--- config.mk ---
export PLATFORM = sky130hd
export DESIGN_NAME = reel_spin_controller_flat
export DESIGN_NICKNAME = d
export VERILOG_FILES = /design/src/rtl/reel_spin_controller_if.sv /design/src/rtl/reel_spin_controller.sv /design/src/flat_wrapper.sv
export SDC_FILE = /design/constraint.sdc
export NUM_CORES = 1
export LEC_CHECK = 0
export ABC_AREA = 1
export ABC_CLOCK_PERIOD_IN_PS = 4600
export CAP_MARGIN = 20
export CORE_MARGIN = 1.5
export CORE_UTILIZATION = 43
export DETAILED_ROUTE_END_ITERATION = 8
export GPL_TIMING_DRIVEN = 0
export HOLD_SLACK_MARGIN = 0.12
export PLACE_DENSITY = 0.61
export SETUP_SLACK_MARGIN = 0.1
export SYNTH_ARGS = -nofsm -noshare
export SYNTH_HDL_FRONTEND = slang
export SYNTH_SLANG_ARGS = --single-unit
--- constraint.sdc ---
create_clock -name clk -period 4.6 [get_ports clk]
set_input_delay 0.69 -clock clk [delete_from_list [all_inputs] [get_ports clk]]
set_output_delay 0.69 -clock clk [all_outputs]
set_load 0.02 [all_outputs]
--- src/rtl/reel_spin_controller_if.sv ---
// rtl/reel_spin_controller_if.sv - button/result bundle between switch edge detectors, reel controller and display/payout
//
// Purpose: groups the spin controller's pulse inputs and reel/result outputs.
// Signals:
//   start_pulse   : single-cycle start-button pulse (to controller)
//   stop_pulse    : single-cycle stop-button pulse (to controller)
//   reel_pos      : NUM_REELS*SYM_W concatenated reel positions, reel 0 in LSBs
//   reel_spinning : bit i high while reel i advances
//   busy          : high while a spin is in progress
//   result_valid  : one-cycle strobe when the last reel stops
//   win           : all reel positions equal, valid from result_valid onward
// Modports: master drives the pulses (switch side), slave is the controller.

interface reel_spin_controller_if #(
  parameter int NUM_REELS = 3,
  parameter int SYM_W     = 3
);
  logic                       start_pulse;
  logic                       stop_pulse;
  logic [NUM_REELS*SYM_W-1:0] reel_pos;
  logic [NUM_REELS-1:0]       reel_spinning;
  logic                       busy;
  logic                       result_valid;
  logic                       win;

  modport master (
    output start_pulse, stop_pulse,
    input  reel_pos, reel_spinning, busy, result_valid, win
  );

  modport slave (
    input  start_pulse, stop_pulse,
    output reel_pos, reel_spinning, busy, result_valid, win
  );
endinterface

--- src/rtl/reel_spin_controller.sv ---
// rtl/reel_spin_controller.sv - sequences slot reels through one spin and reports the result
//
// Purpose: on start, all reels advance one symbol per prescaled tick; reels
// stop one at a time in index order, either on an eligible stop pulse or
// after AUTO_TICKS ticks without a stop. When the last reel stops a
// one-cycle result strobe is issued together with the win flag.
// Ports:
//   clk   : system clock, rising edge
//   rst_n : synchronous active-low reset
//   bus   : reel_spin_controller_if.slave (pulses in, reel state/result out)

module reel_spin_controller #(
  parameter int NUM_REELS   = 3,
  parameter int NUM_SYMBOLS = 8,
  parameter int SYM_W       = 3,
  parameter int STEP_DIV    = 4,
  parameter int MIN_TICKS   = 4,
  parameter int AUTO_TICKS  = 32
) (
  input  logic                   clk,
  input  logic                   rst_n,
  reel_spin_controller_if.slave  bus
);

  localparam int IDX_W  = (NUM_REELS > 1) ? $clog2(NUM_REELS) : 1;
  localparam int PRE_W  = $clog2(STEP_DIV);
  localparam int MIN_W  = $clog2(MIN_TICKS + 1);
  localparam int AUTO_W = $clog2(AUTO_TICKS + 1);

  typedef enum logic {
    IDLE = 1'b0,
    SPIN = 1'b1
  } state_t;

  state_t                          r_state, w_state_nxt;
  logic [PRE_W-1:0]                r_presc, w_presc_nxt;
  logic [MIN_W-1:0]                r_min_cnt, w_min_cnt_nxt;
  logic [AUTO_W-1:0]               r_auto_cnt, w_auto_cnt_nxt;
  logic [IDX_W-1:0]                r_stop_idx, w_stop_idx_nxt;
  logic [NUM_REELS-1:0][SYM_W-1:0] r_pos, w_pos_nxt;
  logic [NUM_REELS-1:0]            r_spinning, w_spinning_nxt;
  logic                            r_busy, w_busy_nxt;
  logic                            r_result_valid, w_result_valid_nxt;
  logic                            r_win, w_win_nxt;

  logic                            w_tick;
  logic                            w_eligible;
  logic                            w_stop;
  logic [NUM_REELS-1:0]            w_stop_mask;
  logic                            w_all_eq;

  assign w_tick      = (r_state == SPIN) && (r_presc == PRE_W'(STEP_DIV - 1));
  assign w_eligible  = (r_min_cnt == MIN_W'(MIN_TICKS));
  // A manual stop and an auto-stop in the same cycle collapse into one stop.
  assign w_stop      = (r_state == SPIN) &&
                       ((bus.stop_pulse && w_eligible) ||
                        (r_auto_cnt == AUTO_W'(AUTO_TICKS)));
  assign w_stop_mask = NUM_REELS'(1) << r_stop_idx;

  // Reel advance; the reel being stopped on a tick edge holds its position.
  always_comb begin
    w_pos_nxt = r_pos;
    for (int i = 0; i < NUM_REELS; i++) begin
      if (w_tick && r_spinning[i] && !(w_stop && w_stop_mask[i])) begin
        if (r_pos[i] == SYM_W'(NUM_SYMBOLS - 1)) begin
          w_pos_nxt[i] = '0;
        end else begin
          w_pos_nxt[i] = r_pos[i] + SYM_W'(1);
        end
      end
    end
  end

  always_comb begin
    w_all_eq = 1'b1;
    for (int i = 1; i < NUM_REELS; i++) begin
      if (w_pos_nxt[i] != w_pos_nxt[0]) begin
        w_all_eq = 1'b0;
      end
    end
  end

  // Next-state and registered-output logic
  always_comb begin
    w_state_nxt        = r_state;
    w_presc_nxt        = r_presc;
    w_min_cnt_nxt      = r_min_cnt;
    w_auto_cnt_nxt     = r_auto_cnt;
    w_stop_idx_nxt     = r_stop_idx;
    w_spinning_nxt     = r_spinning;
    w_busy_nxt         = r_busy;
    w_result_valid_nxt = 1'b0;
    w_win_nxt          = r_win;

    case (r_state)
      IDLE: begin
        if (bus.start_pulse) begin
          w_state_nxt    = SPIN;
          w_spinning_nxt = '1;
          w_busy_nxt     = 1'b1;
          w_win_nxt      = 1'b0;
          w_presc_nxt    = '0;
          w_min_cnt_nxt  = '0;
          w_auto_cnt_nxt = '0;
          w_stop_idx_nxt = '0;
        end
      end

      SPIN: begin
        w_presc_nxt = w_tick ? '0 : r_presc + PRE_W'(1);

        if (w_tick && !w_eligible) begin
          w_min_cnt_nxt = r_min_cnt + MIN_W'(1);
        end

        if (w_stop) begin
          w_spinning_nxt = r_spinning & ~w_stop_mask;
          w_auto_cnt_nxt = '0;
          if (r_stop_idx == IDX_W'(NUM_REELS - 1)) begin
            w_state_nxt        = IDLE;
            w_busy_nxt         = 1'b0;
            w_result_valid_nxt = 1'b1;
            w_win_nxt          = w_all_eq;
            w_stop_idx_nxt     = '0;
          end else begin
            w_stop_idx_nxt = r_stop_idx + IDX_W'(1);
          end
        end else if (w_tick) begin
          w_auto_cnt_nxt = r_auto_cnt + AUTO_W'(1);
        end
      end

      default: begin
        w_state_nxt = IDLE;
      end
    endcase
  end

  always_ff @(posedge clk) begin
    if (!rst_n) begin
      r_state        <= IDLE;
      r_presc        <= '0;
      r_min_cnt      <= '0;
      r_auto_cnt     <= '0;
      r_stop_idx     <= '0;
      r_pos          <= '0;
      r_spinning     <= '0;
      r_busy         <= 1'b0;
      r_result_valid <= 1'b0;
      r_win          <= 1'b0;
    end else begin
      r_state        <= w_state_nxt;
      r_presc        <= w_presc_nxt;
      r_min_cnt      <= w_min_cnt_nxt;
      r_auto_cnt     <= w_auto_cnt_nxt;
      r_stop_idx     <= w_stop_idx_nxt;
      r_pos          <= w_pos_nxt;
      r_spinning     <= w_spinning_nxt;
      r_busy         <= w_busy_nxt;
      r_result_valid <= w_result_valid_nxt;
      r_win          <= w_win_nxt;
    end
  end

  assign bus.reel_pos      = r_pos;
  assign bus.reel_spinning = r_spinning;
  assign bus.busy          = r_busy;
  assign bus.result_valid  = r_result_valid;
  assign bus.win           = r_win;

endmodule
--- src/flat_wrapper.sv ---
// flat-port wrapper written by rule: the top's interface ports become plain ports
module reel_spin_controller_flat 
#(
  parameter int NUM_REELS   = 3,
  parameter int NUM_SYMBOLS = 8,
  parameter int SYM_W       = 3,
  parameter int STEP_DIV    = 4,
  parameter int MIN_TICKS   = 4,
  parameter int AUTO_TICKS  = 32
)
  (clk, rst_n, bus_start_pulse, bus_stop_pulse, bus_reel_pos, bus_reel_spinning, bus_busy, bus_result_valid, bus_win);
  reel_spin_controller_if #(.NUM_REELS(NUM_REELS), .SYM_W(SYM_W)) bus_i ();
  input  logic clk;
  input  logic rst_n;
  input wire logic [$bits(bus_i.start_pulse)-1:0] bus_start_pulse;
  input wire logic [$bits(bus_i.stop_pulse)-1:0] bus_stop_pulse;
  output wire logic [$bits(bus_i.reel_pos)-1:0] bus_reel_pos;
  output wire logic [$bits(bus_i.reel_spinning)-1:0] bus_reel_spinning;
  output wire logic [$bits(bus_i.busy)-1:0] bus_busy;
  output wire logic [$bits(bus_i.result_valid)-1:0] bus_result_valid;
  output wire logic [$bits(bus_i.win)-1:0] bus_win;
  assign bus_i.start_pulse = bus_start_pulse;
  assign bus_i.stop_pulse = bus_stop_pulse;
  assign bus_reel_pos = bus_i.reel_pos;
  assign bus_reel_spinning = bus_i.reel_spinning;
  assign bus_busy = bus_i.busy;
  assign bus_result_valid = bus_i.result_valid;
  assign bus_win = bus_i.win;
  reel_spin_controller #(.NUM_REELS(NUM_REELS), .NUM_SYMBOLS(NUM_SYMBOLS), .SYM_W(SYM_W), .STEP_DIV(STEP_DIV), .MIN_TICKS(MIN_TICKS), .AUTO_TICKS(AUTO_TICKS)) u_core (.clk(clk), .rst_n(rst_n), .bus(bus_i));
endmodule
=== Word level (Yosys, flattened, before mapping) ===
Cells that the tools add are included.

* Mux-type cells: 37
* Reductions and logical operators: 23
* Eq/ne operators: 14
* Bitwise logic cells: 3
* Shift operators: 1
* Add/sub/neg operators: 7

{| class="wikitable"
|+ Operator list
! operator !! number
|-
| $mux 3 || 10
|-
| $mux 6 || 3
|-
| $logic_and 1x1->1 || 13
|-
| $add 3x1->3 const B || 4
|-
| $eq 3x3->1 const B || 4
|-
| $mux 1 || 12
|-
| $pmux 3 s2 || 2
|-
| $pmux 6 s2 || 1
|-
| $mux 2 || 4
|-
| $ne 2x2->1 const B || 4
|-
| $pmux 2 s2 || 2
|-
| $add 6x1->6 const B || 1
|-
| $eq 6x6->1 const B || 1
|-
| $ne 3x3->1 || 2
|-
| $pmux 1 s2 || 3
|-
| $reduce_and 2->1 || 3
|-
| $reduce_and 3->1 || 2
|-
| $add 2x1->2 const B || 2
|-
| $eq 2x2->1 const B || 2
|-
| $logic_not 1->1 || 4
|-
| $and 3x3->3 || 1
|-
| $ne 3x3->1 const B || 1
|-
| $not 3->3 || 1
|-
| $shl 1x2->3 const A || 1
|-
| other kinds (2) || 2
|}

* Bits in registers: 29
* Word-level logic and storage cells: 97

=== Longest topological paths before layout ===
Gate-level depths: netlist (run 1).

* Depth after elaboration: 14
* Mapped depth: 13

=== Worst setup path before layout (run 1) ===
No wires, ideal clock.

* Kind: input -> register
* Start point: input bus_stop_pulse
* End point: register u_core.r_win, in the netlist u_core.bus.win
* Buffers on the path: 1
* Setup slack: 2.998 ns
* Data arrival time: 1.489 ns
* Cell stages on the path: 10
* Cells stage by stage: nand3_1 -> nand2_4 -> nand3_4 -> buf_6 -> nand3b_1 -> nand2_1 -> nand3_1 -> nand2_1 -> nand3_1 -> nand2_1

* Longest elaborated chain between the ends: 13
* Elaborated cells between the ends (all ways): 24
* Classes of those cells: eq/ne: 3; mux: 8; reduce/logical: 13

{| class="wikitable"
|+ RTL lines
! what !! line !! text
|-
| start: declaration || flat_wrapper.sv:16 || <nowiki>input wire logic [$bits(bus_i.stop_pulse)-1:0] bus_stop_pulse;</nowiki>
|-
| $logic_and 1x1->1 * || reel_spin_controller.sv:56 || <nowiki>((bus.stop_pulse && w_eligible) ||</nowiki>
|-
| $logic_or 1x1->1 * || reel_spin_controller.sv:56 ||
|-
| $logic_and 1x1->1 * || reel_spin_controller.sv:55 || <nowiki>assign w_stop = (r_state == SPIN) &&</nowiki>
|-
| $logic_and 1x1->1 || reel_spin_controller.sv:64 || <nowiki>if (w_tick && r_spinning[i] && !(w_stop && w_stop_mask[i])) begin</nowiki>
|-
| $logic_not 1->1 || reel_spin_controller.sv:64 ||
|-
| $logic_and 1x1->1 || reel_spin_controller.sv:64 ||
|-
| $mux 3 || reel_spin_controller.sv:64 ||
|-
| $ne 3x3->1 || reel_spin_controller.sv:77 || <nowiki>if (w_pos_nxt[i] != w_pos_nxt[0]) begin</nowiki>
|-
| $mux 1 (2 in series) || reel_spin_controller.sv:77 ||
|-
| $mux 1 || reel_spin_controller.sv:119 || <nowiki>if (r_stop_idx == IDX_W'(NUM_REELS - 1)) begin</nowiki>
|-
| $mux 1 || reel_spin_controller.sv:116 || <nowiki>if (w_stop) begin</nowiki>
|-
| $pmux 1 s2 || reel_spin_controller.sv:95 || <nowiki>case (r_state)</nowiki>
|-
| end signal: assignment || reel_spin_controller.sv:161 || <nowiki>r_win <= w_win_nxt;</nowiki>
|-
| end: declaration || reel_spin_controller.sv:44 || <nowiki>logic r_win, w_win_nxt;</nowiki>
|}

Every way passes the cells marked *; elsewhere a longest branch is shown, timed or not. The select of a mux whose other input is x is not followed.
A chain may end at the register's enable or synchronous reset.

=== Final worst setup path (run 1) ===
* Start point: register u_core.r_pos, in the netlist u_core.bus.reel_pos[6]
* End point: output bus_reel_pos[6]

{| class="wikitable"
|+ RTL lines
! what !! line !! text
|-
| start: declaration || reel_spin_controller.sv:40 || <nowiki>logic [NUM_REELS-1:0][SYM_W-1:0] r_pos, w_pos_nxt;</nowiki>
|-
| start signal: assignment || reel_spin_controller.sv:157 || <nowiki>r_pos <= w_pos_nxt;</nowiki>
|-
| end: declaration || flat_wrapper.sv:17 || <nowiki>output wire logic [$bits(bus_i.reel_pos)-1:0] bus_reel_pos;</nowiki>
|}

No word-level cell between the ends.

==> flow_results.org, run 1 <==
** Layout
- Number of nets at the end of the flow :: 269
- The area growth from synthesis to layout is 18.0%.
- The library cells used most frequently in the layout, excluding fill and tap cells, are 60 x sky130_fd_sc_hd__nand2_1, 29 x sky130_fd_sc_hd__inv_1, 29 x sky130_fd_sc_hd__dfxtp_1.
- Final cell utilization of the core :: 53.6%
- After routing the design area is 1990 sq um.
- Total inserted antenna cells :: 0
- Cells with a size suffix above 1 make up 10.7% of the layout.
- The library cell used most frequently in the layout, excluding fill and tap cells, is sky130_fd_sc_hd__nand2_1.

** Power and ir drop
- Sequential Power Share :: 53.2%
- Share of total power in the clock network :: 37.9%
- Comb pwr share :: 8.8%
- VDD sags by at most 0.173 mV.
- Net switching is 24.4% of the power.
- Internal portion of total power :: 0.000372 W
- Areal power density over the cells :: 247 nW/um^2
- Overall power :: 0.000492 W
- Switching Power :: 0.000120 W
- Cell leakage power :: 0.916 nW

** Timing
- For the final routed database, the setup TNS stands at 0 ps.
- Across the routed clock network, the largest skew measured is 5.84 ps.
- The worst path needs 1990 ps of the cycle, external delays included.
- Max-slew violations :: 0
- Measured against its own limit, the worst slew margin works out to 64.3%.
- Dividing the final minimum period by the clock period gives 43.3%.
- Final Setup Violations :: 0
- Unrepaired setup endpoints after global routing :: no
- Final worst setup slack :: 2610 ps
- At the pin with the least slew margin, the transition time is 536 ps.
- Timing would allow up to 502 MHz.
- Final number of hold-violating endpoints :: 0

** Clocking
- After clock tree synthesis, the clock-pin slew on the worst setup and hold paths is 60 ps.
- Clock tree synthesis found a total of 29 sinks.
- Post-CTS Setup Bufs :: 0
- Counting the buffers created by CTS gives 5.
- The tree is rooted in a sky130_fd_sc_hd__clkbuf_8.
- After clock tree synthesis, the repair step resized 0 gates.
- For this design, the CTS-stage hold fixing added 0 buffers.
- The H-tree was split into 2 levels.
- Clock latency at the later pin of the worst-skew pair :: 270 ps
- Clock tree from TritonCTS :: done
- In this run the deepest clock path goes through 2 buffers.

** Logic synthesis
- Synthesis inferred 29 register bits.
- Synth warnings :: 0
- Sequential elements use 34.4% of the synthesized area.
- The number of nets in the synthesized netlist is 245.
- Dividing the synthesized area by the synthesized cell count gives 7.34 sq um.
- Cells after Synth :: 230
- After synthesis the cells add up to 1690 sq um.
- Number of distinct standard cells referenced by the synthesized netlist :: 22

** Worst setup path
- STA classifies the critical path endpoint as an output pin.
- Largest stage delay, worst path :: 630 ps
- Counting both buffers and inverters, the worst setup path holds a total of 1.
- CP Cell Sequence :: clkdlybuf4s50_1
- On the critical path the largest part of the delay comes from buffers and inverters.
- In this run the worst setup path begins at u_core.bus.reel_pos[6]$_SDFF_PN0_.
- Across all register-to-register paths, the minimum setup slack is 2940 ps.
- STA puts the critical path data required time at 3910 ps.
- Cell depth of the worst flop-to-flop path :: 11
- Crit path launch type :: flip-flop
- Critical-path maximum fanout :: 5
- On the critical path, the stage with the largest delay is an instance of sky130_fd_sc_hd__clkdlybuf4s50_1.
- By startpoint and endpoint, the worst setup path is classified as flip-flop to output pin.
- Cell depth of the worst setup path :: 1
- At the worst endpoint, the arrival time is 1300 ps.
- Endpoint of the worst register-to-register path :: u_core.r_auto_cnt[3]$_SDFFE_PN0P_
- Worst reg2reg startpoint :: u_core.r_min_cnt[0]$_SDFFE_PN0P_
- Capture point of the worst path :: bus_reel_pos[6]

** Drt
- Vias/cell :: 4.76
- Detailed router's first-iteration violation count :: 80
- Detail Route Antenna Nets :: 0
- The first detailed-routing pass ran for 4 iterations.
- The final layout contains routed wiring with a total length of 3280 um.
- Number of vias in the routed layout :: 1432
- For this run, design rule violations remaining after detail routing come to 0.
- DR WL/cell :: 10.9 um

** Global route
- Number of global-route vias before repair :: 1306
- Total global routing track utilization :: 17.6%
- Antenna violations before repair :: 0
- Wire length of the first global-routing pass :: 5750 um
- Total overflow reported by the global router :: 0
- Pin count of the biggest net entering global routing :: 11

** Placement
- Placed wire-length estimate after detailed placement :: 2460 um
- Post-DP Area :: 1920 sq um
- Before CTS, the worst setup slack after placement is 2360 ps.
- At the end of routability-driven placement, the weighted congestion stood at 0.781.
- Count of buffers inserted at the top-level ports :: 17

** Die
- The total area inside the core boundary comes to 3720 sq um.
- Initial standard-cell utilization of the core :: 45.5%
- The die covers 4310 sq um.
- Measured along the x axis, the die boundary spans 65.7 um.
- From bottom edge to top edge, the die measures 65.7 um.
- The floorplan has 22 rows.
- Top-level I/O count :: 19

** Status
- Outcome :: complete, no violations

** Run
- Max-cap violations in this run came to 0.

** Hold path
- Worst min-delay path class :: flip-flop to flip-flop
layout make-up:
class	count	area, sq um
inverter	29	109
tap	48	60.1
sequential	29	581
fill	390	1720
clock inverter	1	5.00
clock buffer	5	68.8
timing repair buffer	17	170
buffer	4	30.0
multi-input combinational	168	970
flip-flops by register name, indices dropped and copies added, names as in the netlist:
| signal | flops |
|---|---|
| u_core.r_presc | 2 |
| u_core.bus.result_valid | 1 |
| u_core.bus.reel_spinning | 3 |
| u_core.r_auto_cnt | 6 |
| u_core.bus.busy | 1 |
| u_core.r_stop_idx | 2 |
| u_core.r_state | 1 |
| u_core.bus.win | 1 |
| u_core.bus.reel_pos | 9 |
| u_core.r_min_cnt | 3 |
worst register-to-register path, delay by kind of cell, from the launching register on:
| kind | cells | cell delay [ps] |
|---|---|---|
| fa+ha+maj | 1 | 200 |
| buf+inv | 3 | 290 |
| flops | 1 | 360 |
| simple gates | 7 | 730 |
worst min-delay path by stage:
| stage | start | end | slack [ps] | cells after the start |
|---|---|---|---|---|
| floorplan | u_core.r_presc[1]$_SDFFE_PN0P_ | u_core.r_presc[1]$_SDFFE_PN0P_ | 450 | 2 |
| global placement | u_core.bus.busy$_SDFFE_PN0P_ | u_core.bus.busy$_SDFFE_PN0P_ | 460 | 2 |
| detailed placement | u_core.bus.busy$_SDFFE_PN0P_ | u_core.bus.busy$_SDFFE_PN0P_ | 460 | 2 |
| CTS | u_core.bus.busy$_SDFFE_PN0P_ | u_core.bus.busy$_SDFFE_PN0P_ | 470 | 2 |
| global route | u_core.r_presc[1]$_SDFFE_PN0P_ | u_core.r_presc[1]$_SDFFE_PN0P_ | 480 | 2 |
| finish | u_core.bus.busy$_SDFFE_PN0P_ | u_core.bus.busy$_SDFFE_PN0P_ | 460 | 2 |
power by group through the flow:
stage	logic, W	registers [W]	clock network (W)
3_5_place_dp	0.0000439	0.000267	0
4_1_cts	0.0000442	0.000262	0.000195
2_1_floorplan	0.0000254	0.000271	0
3_3_place_gp	0.0000438	0.000267	0
6_report	0.0000435	0.000262	0.000187
5_1_grt	0.0000482	0.000263	0.000204
through the flow:
stage	hold slack, ps	cells
after CTS	469	301
after floorplan	447	230
after global placement	459	295
final	465	301
after global routing	482	301
after detailed placement	460	295
metal layers:
layer / vias up / track usage [%] / wire length, um
li1: 784 / - / -
met1: 624 / 24.5 / 1720
met2: 19 / 25.8 / 1400
met3: 5 / 3.77 / 114
met4: 0 / 7.81 / 48
met5: - / 0 / 0
kinds of logic after synthesis:
group / Yosys count / synth area share (%)
simple gates: 137 / 43.1
compound gates: 20 / 6.15
flops: 29 / 34.4
buf+inv: 33 / 8.22
fa+ha+maj: 11 / 8.15
synthesized netlist by cell type, drive strengths merged:
master,count,area [sq um]
o22ai,1,6.26
inv,29,109
nor2,34,186
nand3,25,168
a21oi,13,65.1
ha,11,138
buf,2,22.5
nand2,67,289
dfxtp,29,581
nand3b,7,65.1
o21ai,5,25.0
nor3,4,20.0
clkbuf,2,7.51
o211ai,1,7.51
No activity file was read; power rests on OpenSTA's default activity.
==> run 2: changes to the inputs <==
Settings changed: ABC_CLOCK_PERIOD_IN_PS 4600 to 1700, PLACE_DENSITY 0.61 to 0.63.
Clock period 4.6 ns to 1.7 ns, I/O delays scaled along.
==> run 2 against run 1 <==
Die area unchanged. Combinational power rose to 3.1 times the previous value. Clock-buffer cell count up 1. Utilization up 7.6 points. Sequential power rose to 2.7 times the previous value. Cell area up 14%. Sequential share of layout area down 3.4 points. Clock power rose to 3.0 times the previous value. Hold slack worse by 78 ps. Non-clock buffer count up 16. Largest cell class unchanged. Highest routed layer unchanged.
==> flow_results.org, run 2 (synthesis results as in run 1) <==
** Drt
- Post-Route WL :: 3600 um (+9.7%)
- The number of DRC markers in iteration 0 was 69 (-14%).
- First drt pass iteration count :: 4 (unchanged)
- DRC errors left :: 0 (unchanged)
- The via-per-instance ratio is 4.70 (-1.2%).
- Number of vias in the routed layout :: 1500 (+4.7%)
- Detail Route Antenna Nets :: 0 (unchanged)
- DR WL/cell :: 11.3 um (+3.5%)

** Worst setup path
- The endpoint required time on the critical path was 1880 ps (-2030 ps).
- The largest driver fanout on the critical path came to 5 (unchanged).
- The arrival time reported for the critical path endpoint came to 1740 ps (+440 ps).
- The setup path with the least slack is of type flip-flop to flip-flop.
- CP Capture Type :: flip-flop
- Crit path launch type :: flip-flop

** Power and ir drop
- The total power divided by cell area was 616 nW/um^2 (+150%).
- Cell leakage power :: 1.07 nW (+17%)
- The peak supply drop is 0.417 mV (+140%).
- Overall power :: 0.00140 W (+190%)

** Timing
- The final count of hold timing violations was 0 (unchanged).
- For this run, the top clock speed supported by timing is 639 MHz.
- Clock tree skew after final layout :: 6.83 ps (+0.994 ps)
- Final worst path period need :: 1570 ps
- Part of the cycle the worst path needs :: 92.1%
- The worst-margin pin slew came to 516 ps (-20.4 ps).
- The total setup violations reported at the end of the flow was 0 (unchanged).
- Setup repair after global routing could not meet its margin everywhere.
- Max-slew violations :: 0 (unchanged)
- Worst slew margin :: 65.6% (+1.4 points)

** Clocking
- Cts-stage hold buffer count :: 0 (unchanged)
- The clock latency on the worst-skew pair was 290 ps (+20 ps).
- The total number of H-tree levels is 2 (unchanged).
- The CTS buffer count came to 5 (unchanged).
- Clock transition at path regs :: 70 ps (about the same)
- Clock tree from TritonCTS :: done
- Clock tree synthesis selected as its root buffer the cell sky130_fd_sc_hd__clkbuf_8.
- The buffer depth of the longest clock path is 2 (unchanged).
- Clock Sinks :: 29 (unchanged)

** Die
- The floorplan die area came to 4310 sq um (unchanged).
- The core footprint was 3720 sq um (unchanged).
- The floorplan row count came to 22 (unchanged).
- The width of the die came to 65.7 um (unchanged).
- The die height is 65.7 um (unchanged).
- The number of top-level pins is 19 (unchanged).
- The effective utilization at floorplan was 45.5% (unchanged).

** Global route
- Number of global-route vias before repair :: 1441 (+10%)
- The pin count of the biggest net entering global routing was 11 (unchanged).
- Antenna violations before repair :: 0 (unchanged)
- Total global routing track utilization :: 19.1% (+1.6 points)
- Wire length of the first global-routing pass :: 6350 um (+10%)
- The aggregate global routing overflow is 0 (unchanged).

** Layout
- The number of antenna diodes was 0 (unchanged).
- Area grow syn2layout :: 34.8%
- Final Instance Count excl. Fillers :: 319 (+6.0%)
- # fillers :: 357 (-8.5%)
- Leading cell types in the layout, fill and taps excluded :: 55 x sky130_fd_sc_hd__nand2_1, 27 x sky130_fd_sc_hd__nor2_1, 24 x sky130_fd_sc_hd__dfxtp_1
- Design Area, Final :: 2280 sq um (+14%)
- Number of nets at the end of the flow :: 285 (+5.9%)
- The flip-flop count of the largest register, all copies and words added was 9 (unchanged).
- The library cell used most frequently in the layout, excluding fill and tap cells, is sky130_fd_sc_hd__nand2_1.
- The layout cell share with drive strength beyond 1 is 25.5% (+15 points).

** Placement
- The number of instances in the placed design came to 295 (unchanged).
- Placed wire-length estimate after detailed placement :: 2490 um (+1.1%)
- The post-placement cell area came to 1920 sq um (unchanged).
- Count of buffers inserted at the top-level ports :: 17 (unchanged)
- Placer's final routability congestion estimate :: 0.813 (+4.2%)

** Hold path
- Worst min-delay path class :: input port to flip-flop

** Run
- The reported max-cap violation count came to 0 (unchanged).

** Status
- Outcome :: complete, no violations
-- run 2: cell count changes in the layout (fill, tap and decap cells not counted), sizes merged --
cell           change
dlymetal6s2s       +3
buf               +16
clkdlybuf4s50      -3
clkbuf             +1
clkinv             +1
-- run 2: repair_timing --
item	4_1_cts	5_1_grt
cloned	1	0
pin swaps	6	20
gates resized for setup	13	24
setup endpoints to repair	4	11
setup buffers	6	9
-- run 2: layout make-up --
class	count	area (sq um)	share of cell area [%]
Tap cell	48	60.1	2.64
Clock buffer	6	72.6	3.19
Multi-Input combinational cell	168	1070	47.2
Timing Repair Buffer	33	330	14.5
Clock inverter	2	10.0	0.440
Sequential cell	29	587	25.8
Inverter	29	109	4.78
Buffer	4	33.8	1.48
-- run 2: layer usage --
metal | vias to the layer above | wire length [um] | global-route usage, %
li1 | 814 | - | -
met1 | 660 | 1910 | 26.1
met2 | 19 | 1530 | 28.8
met3 | 7 | 111 | 5.65
met4 | 0 | 47 | 6.25
met5 | - | 0 | 0
-- run 2: metrics by stage --
| stage | TNS (ps) | utilization (%) | setup slack, ps | hold slack [ps] |
|---|---|---|---|---|
| 2_1_floorplan | 0 | - | 230 | 407 |
| 3_3_place_gp | -116 | 51.6 | -110 | 456 |
| 3_5_place_dp | -169 | 51.6 | -105 | 459 |
| 4_1_cts | 0 | 56.5 | 108 | 400 |
| 5_1_grt | 0 | 61.3 | 43.0 | 426 |
| 6_report | 0 | 61.3 | 135 | 387 |
-- run 2: power breakdown --
part | internal, W | total (W) | leakage (nW) | switching, W
Sequential | 0.000697 | 0.000709 | 0.238 | 0.0000119
Combinational | 0.0000506 | 0.000135 | 0.787 | 0.0000843
Clock | 0.000283 | 0.000559 | 0.0450 | 0.000276
Total | 0.00103 | 0.00140 | 1.07 | 0.000373
-- run 2: path summary, 6_finish.rpt --
| check | from | to | slack [ps] | cells after the start |
|---|---|---|---|---|
| hold reg to reg | u_core.bus.busy$_SDFFE_PN0P_ | u_core.bus.busy$_SDFFE_PN0P_ | 470 | 2 |
| setup reg to reg | u_core.r_min_cnt[0]$_SDFFE_PN0P_ | u_core.bus.win$_SDFFE_PN0P_ | 140 | 12 |
| hold / removal | rst_n | u_core.r_min_cnt[0]$_SDFFE_PN0P_ | 390 | 3 |
| setup / recovery | u_core.r_min_cnt[0]$_SDFFE_PN0P_ | u_core.bus.win$_SDFFE_PN0P_ | 140 | 12 |
-- run 2: worst max-delay path, stage by stage, from the launching register on --
cell                       delay [ps]
sky130_fd_sc_hd__dfxtp_2          330
sky130_fd_sc_hd__inv_2             60
sky130_fd_sc_hd__ha_4             140
sky130_fd_sc_hd__nand3_4           80
sky130_fd_sc_hd__nand2_4          130
sky130_fd_sc_hd__nand3_4          120
sky130_fd_sc_hd__buf_8            160
sky130_fd_sc_hd__nand3b_1          90
sky130_fd_sc_hd__nand2_2           80
sky130_fd_sc_hd__nand3_2           80
sky130_fd_sc_hd__nand2_2           60
sky130_fd_sc_hd__nand3_2           70
sky130_fd_sc_hd__nand2_1           50
==> run 3: changes to the inputs <==
Settings changed: SKIP_LAST_GASP set to 1.
==> results of run 3 <==
The final DEF is identical to that of run 2; final timing and power are the same.
